==> config.mk <==
export PLATFORM = sky130hd
export DESIGN_NAME = ctrl_mc
export DESIGN_NICKNAME = d
export VERILOG_FILES = /design/src/rtl/sisc_pkg.sv /design/src/rtl/mem_timer.sv /design/src/rtl/ctrl_mc.sv
export SDC_FILE = /design/constraint.sdc
export NUM_CORES = 1
export LEC_CHECK = 0
export CORE_MARGIN = 3
export CORE_UTILIZATION = 32
export CTS_BUF_LIST = sky130_fd_sc_hd__clkbuf_16
export CTS_CLUSTER_DIAMETER = 50
export CTS_CLUSTER_SIZE = 10
export DETAILED_ROUTE_END_ITERATION = 10
export GPL_ROUTABILITY_DRIVEN = 0
export GPL_TIMING_DRIVEN = 0
export PLACE_DENSITY = 0.75
export SLEW_MARGIN = 25
export SYNTH_ARGS = -nofsm -noshare
export SYNTH_HDL_FRONTEND = slang
export SYNTH_SLANG_ARGS = --single-unit
export TNS_END_PERCENT = 100
==> constraint.sdc <==
create_clock -name clk -period 2 [get_ports clk]
set_input_delay 0.4 -clock clk [delete_from_list [all_inputs] [get_ports clk]]
set_output_delay 0.4 -clock clk [all_outputs]
set_load 0.05 [all_outputs]
==> src/rtl/sisc_pkg.sv <==
// Shared encodings for the multi-cycle SISC controller: opcodes, ALU ops, FSM states
// and the branch-condition rule.
package sisc_pkg;

   localparam logic [3:0] OP_NOP    = 4'h0;
   localparam logic [3:0] OP_REG_OP = 4'h1;
   localparam logic [3:0] OP_BRA    = 4'h2;
   localparam logic [3:0] OP_BRR    = 4'h3;
   localparam logic [3:0] OP_BNE    = 4'h4;
   localparam logic [3:0] OP_REG_IM = 4'h5;
   localparam logic [3:0] OP_LOD    = 4'h8;
   localparam logic [3:0] OP_STR    = 4'hC;
   localparam logic [3:0] OP_HLT    = 4'hF;

   localparam logic [3:0] ALU_NONE  = 4'd0;
   localparam logic [3:0] ALU_REG   = 4'd1;
   localparam logic [3:0] ALU_ADDR  = 4'd2;
   localparam logic [3:0] ALU_IMM   = 4'd3;

   typedef enum logic [2:0] {
      ST_RST    = 3'd0,
      ST_FETCH  = 3'd1,
      ST_DECODE = 3'd2,
      ST_EXEC   = 3'd3,
      ST_MEM    = 3'd4,
      ST_WB     = 3'd5,
      ST_HALT   = 3'd6
   } state_t;

   // cc_hit is the OR-reduction of (mm & stat)
   function automatic logic br_taken(input logic [3:0] op, input logic cc_hit);
      logic taken;
      taken = 1'b0;
      case (op)
         OP_BRA, OP_BRR: taken = cc_hit;
         OP_BNE:         taken = !cc_hit;
         default:        taken = 1'b0;
      endcase
      return taken;
   endfunction

endpackage

==> src/rtl/mem_timer.sv <==
// Data-memory wait timer: cleared before a MEM phase, counts stalled MEM cycles.
// expired flags the stalled cycle in which the count reaches 2^TO_W-1.
module mem_timer #(
   parameter int TO_W = 4
) (
   input  logic clk,
   input  logic rst_f,
   input  logic clr,
   input  logic inc,
   output logic expired
);
   import sisc_pkg::*;

   localparam logic [TO_W-1:0] CNT_ONE  = TO_W'(1);
   localparam logic [TO_W-1:0] CNT_LAST = TO_W'((2 ** TO_W) - 2);

   logic [TO_W-1:0] r_cnt;

   always_ff @(posedge clk or negedge rst_f) begin
      if (!rst_f) begin
         r_cnt <= '0;
      end else if (clr) begin
         r_cnt <= '0;
      end else if (inc) begin
         r_cnt <= r_cnt + CNT_ONE;
      end
   end

   // The increment happening this cycle is the one that reaches the limit
   assign expired = inc && (r_cnt == CNT_LAST);

endmodule

==> src/rtl/ctrl_mc.sv <==
// Multi-cycle controller: RST/FETCH/DECODE/EXEC/MEM/WB/HALT with Moore outputs,
// memory handshake with timeout, sticky halted/mem_err.
module ctrl_mc #(
   parameter int STAT_W = 4,
   parameter int ALU_W  = 4,
   parameter int TO_W   = 4
) (
   input  logic              clk,
   input  logic              rst_f,
   input  logic [3:0]        opcode,
   input  logic [STAT_W-1:0] mm,
   input  logic [STAT_W-1:0] stat,
   input  logic              dm_ready,
   output logic              rf_we,
   output logic              wb_sel,
   output logic [ALU_W-1:0]  alu_op,
   output logic              br_sel,
   output logic              pc_rst,
   output logic              pc_write,
   output logic              pc_sel,
   output logic              ir_load,
   output logic              dm_req,
   output logic              dm_we,
   output logic              halted,
   output logic              mem_err
);
   import sisc_pkg::*;

   state_t r_state;
   state_t w_next;
   logic   r_armed;
   logic   r_mem_err;
   logic   w_cc_hit;
   logic   w_mem_op;
   logic   w_clr;
   logic   w_inc;
   logic   w_expired;

   assign w_cc_hit = |(mm & stat);
   assign w_mem_op = (opcode == OP_LOD) || (opcode == OP_STR);
   assign w_clr    = (r_state == ST_EXEC);
   assign w_inc    = (r_state == ST_MEM) && w_mem_op && !dm_ready;
   assign mem_err  = r_mem_err;

   mem_timer #(.TO_W(TO_W)) u_mem_timer (
      .clk     (clk),
      .rst_f   (rst_f),
      .clr     (w_clr),
      .inc     (w_inc),
      .expired (w_expired)
   );

   // r_armed holds RST for one extra cycle so the first FETCH lands on the 2nd edge
   always_ff @(posedge clk or negedge rst_f) begin
      if (!rst_f) begin
         r_state   <= ST_RST;
         r_armed   <= 1'b0;
         r_mem_err <= 1'b0;
      end else begin
         r_state <= w_next;
         r_armed <= 1'b1;
         if ((r_state == ST_MEM) && w_expired) begin
            r_mem_err <= 1'b1;
         end
      end
   end

   always_comb begin
      w_next   = r_state;
      rf_we    = 1'b0;
      wb_sel   = 1'b0;
      alu_op   = '0;
      br_sel   = 1'b0;
      pc_rst   = 1'b0;
      pc_write = 1'b0;
      pc_sel   = 1'b0;
      ir_load  = 1'b0;
      dm_req   = 1'b0;
      dm_we    = 1'b0;
      halted   = 1'b0;
      case (r_state)
         ST_RST: begin
            pc_rst = 1'b1;
            if (r_armed) w_next = ST_FETCH;
         end
         ST_FETCH: begin
            ir_load  = 1'b1;
            pc_write = 1'b1;
            w_next   = ST_DECODE;
         end
         ST_DECODE: begin
            if (br_taken(opcode, w_cc_hit)) begin
               pc_write = 1'b1;
               pc_sel   = 1'b1;
               br_sel   = (opcode == OP_BRA);
            end
            w_next = (opcode == OP_HLT) ? ST_HALT : ST_EXEC;
         end
         ST_EXEC: begin
            case (opcode)
               OP_REG_OP:      alu_op = ALU_W'(ALU_REG);
               OP_REG_IM:      alu_op = ALU_W'(ALU_IMM);
               OP_LOD, OP_STR: alu_op = ALU_W'(ALU_ADDR);
               default:        alu_op = ALU_W'(ALU_NONE);
            endcase
            w_next = ST_MEM;
         end
         ST_MEM: begin
            if (w_mem_op) begin
               dm_req = 1'b1;
               alu_op = ALU_W'(ALU_ADDR);
               dm_we  = (opcode == OP_STR);
               // a completing access beats a timeout in the same cycle
               if (dm_ready)       w_next = ST_WB;
               else if (w_expired) w_next = ST_HALT;
            end else begin
               w_next = ST_WB;
            end
         end
         ST_WB: begin
            rf_we  = (opcode == OP_REG_OP) || (opcode == OP_REG_IM) || (opcode == OP_LOD);
            wb_sel = (opcode == OP_LOD);
            w_next = ST_FETCH;
         end
         ST_HALT: begin
            halted = 1'b1;
         end
         default: begin
            w_next = ST_RST;
         end
      endcase
   end

endmodule

== After elaboration in Yosys (flattened, before gate mapping) ==
Cells that the tools add are included.
Word-level totals
  register bits after elaboration: 9
  input bits: 15
  output and inout port bits: 15
  word-level logic and storage cells: 66
Operators by class
  add/sub/neg operators: 1
  equality and inequality tests: 17
  multiplexer cells: 27
  bitwise gates (word level): 2
  reductions and logical operators: 15
Operators with widths (number)
  $pmux 3 s7: 1
  $eq 4x4->1 const B: 4
  $mux 3: 5
  $mux 1: 14
  $eq 3x3->1 const B: 3
  $eq 4x2->1 const B: 2
  $eq 4x3->1 const B: 2
  $mux 4: 2
  $eq 3x2->1 const B: 2
  $pmux 2 s3: 1
  $add 4x1->4 const B: 1
  $and 4x4->4: 1
  $eq 4x1->1 const B: 1
  $logic_and 1x1->1: 4
  $ne 4x4->1 const B: 1
  $pmux 1 s2: 2
  $pmux 2 s2: 1
  $reduce_or 2->1: 2
  $reduce_or 4->1: 1
  $eq 3x1->1 const B: 1
  $logic_not 3->1: 1
  $logic_or 1x1->1: 3
  $reduce_and 3->1: 1
  $logic_not 1->1: 2
  other kinds (4): 4

== Depth between registers and ports, before layout ==
Gate-level depths: netlist of the first run.
  depth after elaboration: 9
  gate-level depth with buffers: 5
  mapped depth without buffers: 5

== Hierarchy ==
A second synthesis of the first run with hierarchy kept.
Unflattened totals
  cells, all modules: 78
  area total of the unflattened synthesis: 701.9 µm²
Modules (own cells, without submodules)
  ctrl_mc: instances 1, cells each 58, area an instance 479.2 µm², sequential area each 125.1 µm²
  mem_timer: instances 1, cells each 20, area an instance 222.7 µm², sequential area each 100.1 µm²

== Worst setup path before layout of the first run ==
Ideal clock, no wire load.
  path kind: input to output
  start point: input opcode[0]
  end point: output dm_we
  data arrival time: 2.613 ns
  required time: 1.600 ns
  setup slack: -1.013 ns
  cell stages on the path: 5
  buffers on the path: 2
  path through: clkbuf_1 nand4bb_1 buf_2 nor3_1 and2_1
Between the ends
  word-level cells in the longest chain between the ends: 4
  elaborated cells between the ends (all ways): 5
  classes of those cells: 2 x eq/ne; 2 x mux; 1 x reduce/logical
Ends and longest elaborated chain
  start: declaration: RTL line ctrl_mc.sv:10  | input logic [3:0] opcode,
  $eq 4x4->1, on equally long branches: RTL line ctrl_mc.sv:40, ctrl_mc.sv:112
  $logic_or 1x1->1: RTL line ctrl_mc.sv:40  | assign w_mem_op = (opcode == OP_LOD) || (opcode == OP_STR);
  $mux 1 *: RTL line ctrl_mc.sv:109  | if (w_mem_op) begin
  $mux 1 *: RTL line ctrl_mc.sv:81  | case (r_state)
  end: declaration: RTL line ctrl_mc.sv:23  | output logic dm_we,
Mark *: on every way between the ends. The rest lies on a longest branch, timed or not.

== Worst setup path in the final report of the first run ==
  start point: register r_state[0]
  end point: output pc_write
Between the ends
  word-level cells in the longest chain between the ends: 2
  elaborated cells between the ends (all ways): 3
  classes of those cells: 2 x eq/ne; 1 x mux
Ends and longest elaborated chain
  start: declaration: RTL line ctrl_mc.sv:29  | state_t r_state;
  start signal: assignment: RTL line ctrl_mc.sv:60  | r_state <= w_next;
  $eq 3x2->1 or $eq 3x1->1 (tied branches): RTL line ctrl_mc.sv:81
  $pmux 1 s2 *: RTL line ctrl_mc.sv:81
  end: declaration: RTL line ctrl_mc.sv:19  | output logic pc_write,
Marked as above.

==> results of run 1 <==
[cell families (layout without fill, tap and decap cells)]
group / count (synthesis) / count (layout) / synth area share
other: 2 / 3 / 0.01132
and+or+nand+nor: 26 / 26 / 0.2566
muxes: 1 / 1 / 0.01509
adders and majority gates: 2 / 2 / 0.03773
buffers and inverters: 12 / 45 / 0.08111
DFF: 9 / 9 / 0.3396
AOI/OAI and AO/OA: 23 / 23 / 0.2585
[sequential cells by signal, indices dropped and copies added, names as in the netlist]
register and cells:
u_mem_timer.r_cnt 4, r_state 3, mem_err 1, r_armed 1
[cell usage in the layout, fill, tap and decap left out, drive strengths merged, types with 2 or more instances in the layout]
master / count
o31ai: 2
a22oi: 2
inv: 6
nand3: 2
dfrtp: 9
o21ai: 7
nand3b: 2
nor3: 4
or4b: 2
o211ai: 2
conb: 3
clkdlybuf4s15: 3
ha: 2
nand2: 2
clkdlybuf4s50: 11
nor2: 4
buf: 16
clkbuf: 8
[area by class of cell]
cell class                 instances  area, sq um  share of cell area
multi-input combinational         55        466.7              0.4090
inverter                           5        18.77             0.01645
clock buffer                       3        75.07             0.06579
timing repair buffer              29        262.8              0.2303
clock inverter                     1        3.754            0.003289
sequential                         9        225.2              0.1974
tap                               25        31.28             0.02741
buffer                             7        57.56             0.05044
[how the worst max path moves through the flow]
stage / end / start / cells past startpoint / slack, ns
after CTS: pc_write / r_state[0]$_DFFE_PN0P_ / 4 / -0.43
after detailed placement: pc_write / opcode[3] / 5 / -1.37
after global routing: pc_write / r_state[0]$_DFFE_PN0P_ / 4 / -0.45
final: pc_write / r_state[0]$_DFFE_PN0P_ / 4 / -0.41
after global placement: pc_write / opcode[3] / 5 / -1.35
after floorplan: pc_sel / r_state[0]$_DFFE_PN0P_ / 3 / -0.32
[metal layers]
metal / global-route usage / part of all wire / vias to the layer above / routed length (um)
met4: 0.06550 / 0.015 / 0 / 29
met1: 0.1709 / 0.41 / 335 / 785
li1: - / - / 342 / -
met3: 0.04011 / 0.063 / 4 / 119
met5: 0 / 0 / - / 0
met2: 0.2458 / 0.51 / 21 / 957
[where the power goes]
group	internal, mW	switching, mW
combinational	0.285	0.433
sequential	0.221	0.0296
clock	0.261	0.0888
total	0.767	0.551
[what timing repair did]
action                                  in CTS  in global routing
endpoints found under the setup margin      12                 10
pin swaps                                    1                  2
setup buffers                                1                  2
resized for setup                           67                 18
[worst reg2reg max path: cells and delay by family (launching register included)]
| kind | cells | cell delay [ns] |
|---|---|---|
| compound gates | 1 | 0.16 |
| buf+inv | 2 | 0.28 |
| flops | 1 | 0.38 |
| simple gates | 2 | 0.91 |
==> flow_summary.ini, run 1 <==
[sta]
fin_crit_sh = 1.205
post-route-min-period_ns = 2.411
worst_hold_slack_ns = 0.4553
tightest_slew_ns = 0.4961
hold_viol = 0
skew_ns = 0.002417
fmax_mhz = 414.8
slew_violations = 0
setup_viol = 3
worst_slack_ns = -0.4105
rsz0062_at_grt = yes
setup-tns-final_ns = -1.046
relSlewSlack = 0.6682

[layout]
antenna_cells = 0
area_growth_pct = 72.07
final_net_count = 127
stdcell_count = 134
drive_gt1_frac = 0.3761
fin_util = 0.6204
fillers = 161
finalInstanceArea_sq_mm = 0.001141

[route]
totalWireLength_mm = 1.892
ant_nets = 0
dr.pass1.iters = 3
viasPerCell = 5.239
num_vias = 702
drc = 0
wl_per_cell_um = 14.12
drt_iter0_drc = 11

[cts]
clock_sinks = 9
cts_tree = done
tritoncts.num_buffers = 3
clock_latency_ns = 0.24
clk_pin_slew_ns = 0.04
hold_buffers = 0
htreeDepth = 1
clock-root-buffer = clkbuf_16
cts.path.max_buffers = 2

[yosys]
synthTopCellsByCount = dfrtp_1, o21ai_0, inv_1
netlist.area_leader.share = 0.3396
synth.most_common_cell = dfrtp_1
synth_area_sq_um = 663.1
synth_area_leader_cell = dfrtp_1
synthTopCellsByArea = dfrtp_1, o21ai_0, or4b_4, ha_1, nor3_1
async_reset_ff_frac = 1.000
ys.flop_type = dfrtp_1
yosys_warnings = 0
synth_edf_count = 0
syn_avg_cell_area_sq_um = 8.842
synthCells = 75
synth_seq_cells = 9
ys_seq_area_frac = 0.3396
yosysUniqueCellTypes = 39

[worst_setup_path]
criticalPathCategory = reg -> out
critPathArrivalTime_ns = 2.01
reg2reg_slack_ns = 0.19
required_ns = 1.60
max_stage_delay_ns = 0.54
critical_path.top_delay_family = simple AND/OR/NAND/NOR gates
critPathLaunchType = flop
cpMaxStageDelayCell = or4b_4
r2r-end = u_mem_timer.r_cnt[3]$_DFFE_PN0P_
reg2reg_depth = 5
r2r_start = r_state[0]$_DFFE_PN0P_
critical_path.cell_chain = or4b_4, or4b_4, o221ai_4, buf_6
crit_top_cell = or4b_4
worst-path-max-fanout = 2
end_kind = output port
worstPathBufferInverterCount = 1

[placed_design]
hpwl_mm = 1.390
dp.cells = 127
placed_area_sq_mm = 0.001041
pre_cts_ws_ns = -1.373
io_buffers = 26

[die]
pin_count = 30
fp.dieW_um = 51.52
die_area_sq_mm = 0.002654
rows = 15
core_sq_mm = 0.001839
initial_core_util = 0.3605
die-height_um = 51.52

[global_route]
grt_start_max_net_pins = 11
antenna_found_initial = 0
overflow = 0
grt_pass1_vias = 634
grt_pass1_wl_mm = 2.884
grtUsageTotal = 0.1456

[pwr]
finalPower_mw = 1.318
leakagePower_nw = 0.5064
powerDensity_mw_per_mm2 = 1155
peakVddDrop_uv = 958.2

[flow_run]
cap_violations = 0

[hold_path]
min_path_type = in -> async

[outcome]
outcome = complete, but fails checks
violations = setup timing
Note: power is estimated with default switching activity, not from simulation.
==> inputs of run 2 (changes only) <==
Settings changed: CTS_CLUSTER_DIAMETER 50 to 40, SETUP_SLACK_MARGIN set to 0.3.
==> flow_summary.ini, run 2 (synthesized netlist as in run 1, its figures left out) <==
[worst_setup_path]
reg2reg_depth = 6
criticalPathCategory = reg -> out
reg2reg_slack_ns = 0.22
critPathArrivalTime_ns = 2.02
critical_path.cell_chain = or4b_4, or4b_4, o221ai_4, buf_6
cpMaxStageDelayCell = or4b_4
max_stage_delay_ns = 0.54
crit_top_cell = or4b_4
critPathLaunchType = flop
worstPathBufferInverterCount = 1
critical_path.top_delay_family = simple AND/OR/NAND/NOR gates
r2r-end = u_mem_timer.r_cnt[3]$_DFFE_PN0P_
r2r_start = r_state[0]$_DFFE_PN0P_
worst-path-max-fanout = 2
required_ns = 1.60
end_kind = output port

[sta]
setup_viol = 6
fmax_mhz = 413.0
slew_violations = 0
worst_hold_slack_ns = 0.4599
setup-tns-final_ns = -1.263
skew_ns = 0.001165
worst_slack_ns = -0.4213
fin_crit_sh = 1.211
hold_viol = 0
rsz0062_at_grt = yes
post-route-min-period_ns = 2.421

[layout]
final_net_count = 134
drive_gt1_frac = 0.4655
area_growth_pct = 104.0
finalInstanceArea_sq_mm = 0.001353
regMostFlops = u_mem_timer.r_cnt
largest_reg_flops = 4
fin_util = 0.7354
antenna_cells = 0
final_common_cell = buf_4
mostFrequentLayoutCells = buf_4, buf_6, clkdlybuf4s50_1, dfrtp_1
largest_registers = u_mem_timer.r_cnt (4), r_state (3)

[cts]
cts_tree = done
clock-root-buffer = clkbuf_16
clk_pin_slew_ns = 0.04
cts.path.max_buffers = 2
clock_sinks = 9
clock_latency_ns = 0.23
tritoncts.num_buffers = 3
hold_buffers = 0
htreeDepth = 1

[placed_design]
placed_area_sq_mm = 0.001081
io_buffers = 26
hpwl_mm = 1.401

[route]
num_vias = 753
dr.pass1.iters = 4
drt_iter0_drc = 13
totalWireLength_mm = 1.942
wl_per_cell_um = 13.77
ant_nets = 0
viasPerCell = 5.340
drc = 0

[global_route]
grt_pass1_wl_mm = 3.312
grtUsageTotal = 0.1631
grt_start_max_net_pins = 11
antenna_found_initial = 0
overflow = 0
grt_pass1_vias = 765

[outcome]
violations = setup timing
outcome = complete, but fails checks

[die]
initial_core_util = 0.3605
pin_count = 30
die-height_um = 51.52
die_area_sq_mm = 0.002654
core_sq_mm = 0.001839
rows = 15
fp.dieW_um = 51.52

[flow_run]
cap_violations = 0

[pwr]
leakagePower_nw = 0.5928
finalPower_mw = 1.559
powerDensity_mw_per_mm2 = 1153
peakVddDrop_uv = 928.6

[hold_path]
min_path_type = in -> async
## run 2: cell count changes in the layout (fill, tap and decap cells not counted), sizes merged
| cell | before | now |
|---|---|---|
| clkdlybuf4s15 | 3 | 2 |
| clkbuf | 8 | 7 |
| buf | 16 | 26 |
| clkdlybuf4s50 | 11 | 9 |
| dlygate4sd2 | 1 | 2 |
## run 2: power by group
group / switching (mW) / internal [mW] / total (mW)
sequential: 0.0345 / 0.221 / 0.255
clock: 0.0807 / 0.260 / 0.341
combinational: 0.490 / 0.473 / 0.963
total: 0.605 / 0.954 / 1.56
## run 2: area by class of cell
type                       instances  area (sq um)
clock buffer                       3         75.07
clock inverter                     1         3.754
multi-input combinational         55         519.2
inverter                           5         18.77
sequential                         9         225.2
tap                               25         31.28
fill                             136         486.7
timing repair buffer              36         375.4
buffer                             7         103.9
## run 2: worst reg2reg max path, cell delays in order (launching register included)
cell	delay, ns
dfrtp_1	0.38
buf_4	0.14
buf_6	0.10
buf_6	0.11
or3_4	0.37
or4_1	0.48
a21boi_1	0.13
## run 2: worst max-delay path by stage
stage	start	endpoint	depth (start not counted)
floorplan	r_state[0]$_DFFE_PN0P_	pc_write	3
global placement	opcode[3]	pc_write	5
detailed placement	opcode[3]	pc_write	5
CTS	r_state[0]$_DFFE_PN0P_	pc_write	4
global route	r_state[0]$_DFFE_PN0P_	pc_write	4
finish	r_state[0]$_DFFE_PN0P_	pc_write	4
## run 2: layer usage
| metal | GRT usage | part of all wire |
|---|---|---|
| met3 | 0.03152 | 0.093 |
| met1 | 0.1831 | 0.42 |
| met5 | 0 | 0 |
| met4 | 0.08734 | 0.021 |
| met2 | 0.2881 | 0.47 |
## run 2: per-stage QoR
stage / setup WS, ns / instances
6_report: -0.4213 / 141
3_3_place_gp: -1.368 / 127
2_1_floorplan: -0.2305 / 76
3_5_place_dp: -1.382 / 127
4_1_cts: -0.4265 / 136
5_1_grt: -0.4739 / 141
## run 2: what timing repair did
item	4_1_cts	5_1_grt
buffers inserted	5	5
setup endpoints to repair	17	14
gates resized for setup	115	8
pin swaps	7	5
==> inputs of run 3 (changes only) <==
Settings changed: CORE_MARGIN 3 to 2.
==> flow_summary.ini, run 3 (synthesized netlist as in run 1, its figures left out) <==
[outcome]
outcome = complete, but fails checks
violations = setup timing

[global_route]
met2_usage = 0.2911
use_met1 = 0.2188
top_usage_layer = met2
grt_pass1_vias = 745
grt_use_met3 = 0.02727
grt_start_max_net_pins = 11
grt_pass1_wl_mm = 3.312
antenna_found_initial = 0
grtUsageTotal = 0.1725
overflow = 0

[layout]
regMostFlops = u_mem_timer.r_cnt
fin_util = 0.7034
area_growth_pct = 108.1
mostFrequentLayoutCells = buf_6, buf_4, clkdlybuf4s50_1
largest_registers = u_mem_timer.r_cnt (4), r_state (3)
drive_gt1_frac = 0.4793
final_net_count = 139
largest_reg_flops = 4
antenna_cells = 0

[placed_design]
io_buffers = 26
pre_cts_ws_ns = -1.415
hpwl_mm = 1.387

[cts]
clock-root-buffer = clkbuf_16
hold_buffers = 0
cts.path.max_buffers = 2
clock_latency_ns = 0.24
cts_tree = done
clk_pin_slew_ns = 0.04
htreeDepth = 1
clock_sinks = 9
tritoncts.num_buffers = 3

[sta]
setup_viol = 3
post-route-min-period_ns = 2.425
worst_hold_slack_ns = 0.4628
fin_crit_sh = 1.212
fmax_mhz = 412.4
hold_viol = 0
rsz0062_at_grt = yes
worst_slack_ns = -0.4250
skew_ns = 0.002568
slew_violations = 0

[flow_run]
cap_violations = 0

[pwr]
powerDensity_mw_per_mm2 = 1192
clkPwrFrac = 0.211
seq_power_share = 0.153
p_int_mw = 1.023
switching_share = 0.3785
combPwrFrac = 0.636
p_switching_mw = 0.6227
peakVddDrop_uv = 962.9
leakagePower_nw = 0.6105

[route]
ant_nets = 0
num_vias = 757
dr.pass1.iters = 4
wl_per_cell_um = 13.24
drc = 0
viasPerCell = 5.115
drt_iter0_drc = 4
totalWireLength_mm = 1.960

[worst_setup_path]
max_stage_delay_ns = 0.54
critical_path.cell_chain = or4b_4, or4b_4, o221ai_4, buf_6
cpMaxStageDelayCell = or4b_4
end_kind = output port
crit_top_cell = or4b_4
critPathLaunchType = flop
criticalPathCategory = reg -> out
worst-path-max-fanout = 2
critPathArrivalTime_ns = 2.02
required_ns = 1.60

[die]
fp.dieW_um = 49.52
die-height_um = 49.52
die_area_sq_mm = 0.002452
core_sq_mm = 0.001962
pin_count = 30
rows = 16
initial_core_util = 0.3380

[hold_path]
min_path_type = in -> async
-- run 3: changes by cell type in the layout (fill, tap and decap cells not counted), sizes merged --
cell / previous run / this run
buf: 26 / 32
clkdlybuf4s15: 2 / 1
clkdlybuf4s50: 9 / 10
dlygate4sd2: 2 / 1
-- run 3: metal layers --
layer,part of all wire,up-vias
li1,-,370
met3,0.061,2
met4,0.0077,0
met2,0.49,32
met5,0,-
met1,0.44,353
-- run 3: layout make-up --
cell class	instances	area, sq um
Inverter	5	18.77
Sequential cell	9	225.2
Tap cell	27	33.78
Buffer	7	103.9
Multi-Input combinational cell	55	511.7
Clock buffer	3	75.07
Fill cell	160	581.8
Timing Repair Buffer	41	407.9
Clock inverter	1	3.754
-- run 3: through the flow --
step	total power [mW]	std cells	instance area [sq um]	setup TNS, ns
floorplan	0.7486	76	789.5	-0.6542
global placement	0.9123	129	1084	-9.111
detailed placement	0.9234	129	1084	-9.492
CTS	1.616	146	1354	-1.114
global route	1.737	148	1380	-1.222
finish	1.645	148	1380	-1.084
-- run 3: repair_timing --
action / 4_1_cts / 5_1_grt
pin swaps: 9 / 3
resized for setup: 121 / 4
cloned: 0 / 0
setup buffers: 13 / 2
setup endpoints to repair: 18 / 17
-- run 3: critical path, delay by kind of cell (launching register included) --
kind,cells,cell delay (ns)
compound gates,1,0.15
flops,1,0.38
simple gates,2,1.07
buf+inv,1,0.18
-- run 3: worst paths after layout --
path | endpoint | startpoint | cells past startpoint | slack (ns)
min in group clk | mem_err$_DFFE_PN0P_ | mem_err$_DFFE_PN0P_ | 1 | 0.47
hold / removal | u_mem_timer.r_cnt[0]$_DFFE_PN0P_ | rst_f | 1 | 0.46
setup reg to reg | u_mem_timer.r_cnt[2]$_DFFE_PN0P_ | r_state[0]$_DFFE_PN0P_ | 12 | 0.14
hold reg to reg | mem_err$_DFFE_PN0P_ | mem_err$_DFFE_PN0P_ | 1 | 0.47
max in group asynchronous | r_state[2]$_DFFE_PN0P_ | rst_f | 1 | 1.25
setup / recovery | pc_write | r_state[0]$_DFFE_PN0P_ | 4 | -0.42
-- run 3: power groups by stage --
| stage | clock network [mW] | logic (mW) | registers (mW) |
|---|---|---|---|
| after global placement | 0 | 0.662 | 0.250 |
| final | 0.346 | 1.05 | 0.252 |
| after floorplan | 0 | 0.504 | 0.244 |
| after global routing | 0.367 | 1.11 | 0.258 |
| after CTS | 0.353 | 1.01 | 0.250 |
| after detailed placement | 0 | 0.671 | 0.252 |
